$ cat config.mk
export PLATFORM = sky130hd
export DESIGN_NAME = struct_dflop_timer
export DESIGN_NICKNAME = d
export VERILOG_FILES = /design/src/rtl/struct_timer_pkg.sv /design/src/rtl/struct_dflop_timer.sv
export SDC_FILE = /design/constraint.sdc
export NUM_CORES = 1
export LEC_CHECK = 0
export CAP_MARGIN = 20
export CORE_AREA = 2 2 39 41
export CTS_CLUSTER_DIAMETER = 40
export DETAILED_ROUTE_END_ITERATION = 12
export DIE_AREA = 0 0 41 43
export HOLD_SLACK_MARGIN = 0.1
export PLACE_DENSITY_LB_ADDON = 0.1
export SKIP_CTS_REPAIR_TIMING = 1
export SLEW_MARGIN = 5
export SYNTH_ARGS = -nofsm -noshare
export SYNTH_HDL_FRONTEND = slang
export SYNTH_SLANG_ARGS = --single-unit
$ cat constraint.sdc
create_clock -name clk -period 4.65 [get_ports clk]
set_input_delay 0.6975 -clock clk [delete_from_list [all_inputs] [get_ports clk]]
set_output_delay 0.6975 -clock clk [all_outputs]
set_load 0.02 [all_outputs]
$ cat src/rtl/struct_timer_pkg.sv
// Shared types for the loadable down-counting timer: FSM state encoding,
// the default counter width and the bundle captured on a load transfer.
package struct_timer_pkg;

    localparam int TIMER_WIDTH = 3;

    typedef enum logic [1:0] {
        IDLE = 2'd0,
        RUN  = 2'd1,
        DONE = 2'd2
    } timer_state_t;

    // Everything that travels with an accepted load request.
    typedef struct packed {
        logic [TIMER_WIDTH-1:0] value;
        logic                   auto_reload;
    } timer_cfg_t;

endpackage : struct_timer_pkg

$ cat src/rtl/struct_dflop_timer.sv
// Loadable down-counting timer with a valid/ready load port, a one-cycle
// expiry pulse and optional auto-reload for periodic ticks. `out` exposes
// the value the counter will hold after the next edge.
module struct_dflop_timer
    import struct_timer_pkg::*;
#(
    parameter int WIDTH = TIMER_WIDTH
) (
    input  logic             clk,
    input  logic             reset,
    input  logic [WIDTH-1:0] a,
    input  logic             load_valid,
    output logic             load_ready,
    input  logic             enable,
    input  logic             cancel,
    input  logic             auto_reload,
    output logic [WIDTH-1:0] out,
    output logic             busy,
    output logic             done
);

    timer_state_t     state_q, state_d;
    logic [WIDTH-1:0] count_q, count_d;
    logic [WIDTH-1:0] reload_q, reload_d;
    logic             arm_q, arm_d;

    timer_cfg_t       load_cfg;
    logic             load_accept;
    logic             load_nonzero;

    // A load can only land while no countdown is in progress.
    assign load_ready   = !reset && (state_q != RUN);
    assign load_accept  = load_valid && load_ready;
    assign load_cfg     = '{value: a, auto_reload: auto_reload};
    assign load_nonzero = (load_cfg.value != '0);

    // Next-state and counter logic; reset is folded in so `out` reads 0 during reset.
    always_comb begin
        state_d  = state_q;
        count_d  = count_q;
        reload_d = reload_q;
        arm_d    = arm_q;
        if (reset) begin
            state_d  = IDLE;
            count_d  = '0;
            reload_d = '0;
            arm_d    = 1'b0;
        end else begin
            case (state_q)
                IDLE: begin
                    // cancel has nothing to abort here and is ignored
                    if (load_accept) begin
                        count_d  = load_cfg.value;
                        reload_d = load_cfg.value;
                        arm_d    = load_cfg.auto_reload;
                        state_d  = load_nonzero ? RUN : DONE;
                    end
                end
                RUN: begin
                    if (cancel) begin
                        state_d = IDLE;
                        count_d = '0;
                        arm_d   = 1'b0;
                    end else if (enable && (count_q != '0)) begin
                        count_d = count_q - WIDTH'(1);
                        if (count_q == WIDTH'(1)) begin
                            state_d = DONE;
                        end
                    end
                end
                DONE: begin
                    count_d = '0;
                    // an explicit load takes precedence over auto-reload
                    if (load_accept) begin
                        count_d  = load_cfg.value;
                        reload_d = load_cfg.value;
                        arm_d    = load_cfg.auto_reload;
                        state_d  = load_nonzero ? RUN : DONE;
                    end else if (arm_q && (reload_q != '0)) begin
                        count_d = reload_q;
                        state_d = RUN;
                    end else begin
                        state_d = IDLE;
                    end
                end
                default: begin
                    state_d = IDLE;
                    count_d = '0;
                    arm_d   = 1'b0;
                end
            endcase
        end
    end

    // State registers with synchronous active-high reset.
    always_ff @(posedge clk) begin
        if (reset) begin
            state_q  <= IDLE;
            count_q  <= '0;
            reload_q <= '0;
            arm_q    <= 1'b0;
        end else begin
            state_q  <= state_d;
            count_q  <= count_d;
            reload_q <= reload_d;
            arm_q    <= arm_d;
        end
    end

    // Status decoded straight from the state register, silenced while in reset.
    assign out  = count_d;
    assign busy = !reset && (state_q == RUN);
    assign done = !reset && (state_q == DONE);

endmodule : struct_dflop_timer
After elaboration in Yosys (flattened, before gate mapping)
Index checks and enable logic that the tools add are counted.
- flip-flop bits (word level): 9
- bits of input ports: 9
- output and inout port bits: 6
- logic and storage cells: 47
- $add $sub $neg: 1
- equal/unequal tests: 9
- multiplexer cells: 18
- reductions and logical operators: 15
- operators by type and width (kind ; number):
    two-way mux 3 bit ; 6
    two-way mux 2 bit ; 6
    case mux 3 bit (3 select lines) ; 1
    nonzero test 3 bit ; 3
    logical AND 1 bit ; 6
    inequality test 3 bit, second input constant ; 2
    case mux 2 bit (3 select lines) ; 1
    inequality test 2 x 1 -> 1 bit, second input constant ; 2
    inequality test 2 bit, second input constant ; 2
    AND reduction 2 bit ; 2
    equality test 3 x 1 -> 1 bit, second input constant ; 1
    two-way mux 1 bit ; 3
    AND reduction 3 bit ; 1
    subtractor 3 x 1 -> 3 bit, second input constant ; 1
    equality test 2 x 1 -> 1 bit, second input constant ; 1
    equality test 2 bit, second input constant ; 1
    zero test 2 bit ; 1
    case mux 1 bit (2 select lines) ; 1
    OR reduction 2 bit ; 1
    zero test 1 bit ; 1

Longest topological paths before layout
- depth in word-level cells: 6
- gate-level depth with buffers: 6
- depth with buffers taken out: 6

Least setup slack after synthesis
Ideal clock, no wire load.
- path kind: in2out
- from: in reset
- to: out out[2]
- data arrival time: 1.690 ns
- data required time: 3.953 ns
- slack: 2.263 ns
- stages on the path: 4
- buffers on the path: 0
- path through: nand2b_1 nor2_4 mux2i_1 o32ai_1
- word-level cells in the longest chain between the ends: 6
- elaborated cells on any way between the ends: 7
- classes of those cells: mux (4); reduce/logical (3)
- ends and longest elaborated chain (what ; line ; text):
    from (decl) ; struct_dflop_timer.sv:10 ; input logic reset,
    zero test 1 bit ; struct_dflop_timer.sv:32 ; assign load_ready = !reset && (state_q != RUN);
    logical AND 1 bit ; struct_dflop_timer.sv:32 ;
    logical AND 1 bit ; struct_dflop_timer.sv:33 ; assign load_accept = load_valid && load_ready;
    two-way mux 3 bit (on tied branches) ; struct_dflop_timer.sv:74, struct_dflop_timer.sv:52 ;
    case mux 3 bit (3 select lines) ; struct_dflop_timer.sv:49 ; case (state_q)
    two-way mux 3 bit * ; struct_dflop_timer.sv:43 ; if (reset) begin
    to (decl) ; struct_dflop_timer.sv:17 ; output logic [WIDTH-1:0] out,
Every way passes the cells marked *; elsewhere a longest branch is shown, timed or not.

Final worst setup path
Same ends and word-level chain as after synthesis.

==> metrics <==
status complete, no violations; P_leak approximately 0.28 nW; max-cap violations 0; total number of vias around 560; Synth top cells by count nor2_1, dfxtp_1, nor3_1; # IOs 15; hpwl dp between 900 and 1000 um; Clock transition at path regs roughly 0.060 ns; Synthesized Nets 86; Critical Path RT a little under 4 ns; Avg Cell Area, Syn around 8 um^2; Global Route Usage Sum a little under a fifth; CTS Buf Count 3; Rel. slew slack between 60% and 70%; DIE HEIGHT around 43 um; worst slew pin tran roughly 0.47 ns; fillers around 140; register area ~180 um^2; Slew Limit Fails 0; Detail Route met3 WL approximately 81 um; Syn Inst Count 74; unrepaired setup endpoints after global routing false; CP max stage cell clkdlybuf4s50_1; Via density 5.37; Worst Path Arrival between 2 and 3 ns; Most used DFF post-synth dfxtp_1; top cells by area, synth dfxtp_1, nor2_1, mux2i_1, ha_1, nor3_1; layout cells sized above 1 under 10%; Mapped Area slightly above 600 um^2; Buffers & Inverters on Critical Path 2; CP peak stage delay about 0.65 ns; routed len/inst between 10 and 15 um; CTS HTree Levels 1; Final Setup Violations 0; pwr/cell area roughly 270 nW/um^2; Synth area leader dfxtp_1; Longest Clk Path Bufs 2; Worst Setup Path Type primary input to output port; pin count of the biggest net entering global routing 14; TritonRoute pass-1 iters 4; Final WS setup 1.13 ns; Seq/Total Area, Yosys a little under 30%; Buffers on Ports 14; Max FO, Critical Path 13; worst hold slack 0.529 ns; Antenna Cells 0; global-route wire length before repair between 2000 and 2500 um; Post-Route WL between 1000 and 1500 um; die area between 1500 and 2000 um^2; clk root buf clkbuf_4; RD Place Congestion ~0.8; #FFs+latches synth 9; CTS tree yes; num rows 14; Unique masters post-synth 30; Post-synth EDFFs 0; Final ANT Viol Nets 0; Most common cell on crit path clkdlybuf4s50_1; Hold Crit Class flop to flop; skew final just over 0.01 ns; pre-CTS WS 1.14 ns; clk_lat worst skew 0.26 ns; vias in the first global route 546; Multi-input gate area around 380 um^2; Peak Freq between 200 and 300 MHz; setup_tns 0 ns; # nets final a little over 100; top-count cell post-synth nor2_1; worst-path cell chain clkdlybuf4s50_1 > nand2b_1 > nor2_4 > mux2i_1 > o32ai_1 > clkdlybuf4s50_1; antenna violations before repair 0; met2 WL between 500 and 600 um; Top Metal Used met4; fin crit share 75.7%; metal1 wirelength about 630 um; Hold Fails Final Rpt 0; CP top delay family buffers and inverters; DIE WIDTH 41 um; peak supply drop 147 uV; area grow syn2layout 25.5%; CTS Sinks 9; Starting Density a little over two fifths; Critical Path Sink Type output port; post-synth top area share between 20% and 30%; fraction of registers with async set/reset 0%; initial DRC count 9; CP startpoint kind primary input; DRC Markers 0; Tot Pwr approximately 0.20 mW; core region area ~1400 um^2; Syn. warnings 0; min Tclk post-route roughly 3.5 ns; GRT Residual Overflow 0
-- per-stage QoR --
step / util [%] / instances / area (um^2)
after floorplan: - / 74 / 608
after global placement: 53.3 / 100 / 737
after detailed placement: 53.3 / 100 / 737
after CTS: 55.2 / 104 / 763
after global routing: 55.2 / 104 / 763
final: 55.2 / 104 / 763
-- cells in the final DEF (no fill, tap or decap), types with 2 or more instances in the layout --
cell type	n
a21oi_1	4
clkbuf_4	3
clkdlybuf4s50_1	14
dfxtp_1	9
ha_1	3
inv_1	4
mux2i_1	4
nand2_1	2
nand3_1	2
nor2_1	12
nor3_1	6
o211ai_1	2
o21ai_0	3
o21ai_1	3
o32ai_1	2
-- cell type report --
type / count / area share, %
tap: 16 / 2.62
clock buffer: 4 / 3.44
timing repair buffer: 14 / 18.4
sequential: 9 / 23.6
multi-input combinational: 57 / 50.0
inverter: 4 / 1.97
-- registers in the layout, indices dropped and copies added (netlist names) --
signal	count
state_q	2
arm_q	1
reload_q	3
count_q	3
-- worst register-to-register path: cells and delay by family, from the launching register on --
family                     cells  cell delay, ns
buffers and inverters          1            0.09
DFF                            1            0.33
and+or+nand+nor                4            0.82
adders and majority gates      1            0.24
-- worst paths after layout --
kind / from / end / slack [ns] / cells past startpoint
max: reset / out[2] / 1.13 / 6
min reg2reg: reload_q[0] / reload_q[0] / 0.53 / 2
min: reload_q[0] / reload_q[0] / 0.53 / 2
max reg2reg: count_q[0] / state_q[0] / 3.04 / 6
-- metal layers --
layer / global-route usage [%] / up-vias
met1: 24.7 / 245
li1: - / 298
met4: 10.0 / 0
met2: 26.6 / 13
met3: 3.66 / 2
met5: 0 / -
-- logic make-up (layout without fill, tap and decap cells) --
| family | count (synthesis) | after routing | synth area share (%) |
|---|---|---|---|
| AOI/OAI and AO/OA | 18 | 18 | 20.0 |
| muxes | 5 | 5 | 8.44 |
| adders and majority gates | 3 | 3 | 6.17 |
| buffers and inverters | 8 | 22 | 7.61 |
| DFF | 9 | 9 | 29.6 |
| and+or+nand+nor | 30 | 30 | 26.8 |
| xor gates and xnor gates | 1 | 1 | 1.44 |
-- where the power goes --
part | internal, mW | total [mW] | switching (mW)
Clock | 0.0330 | 0.0599 | 0.0270
Sequential | 0.0822 | 0.0880 | 0.00582
Combinational | 0.0271 | 0.0553 | 0.0281
Total | 0.142 | 0.203 | 0.0609
No activity file was read; power rests on OpenSTA's default activity.
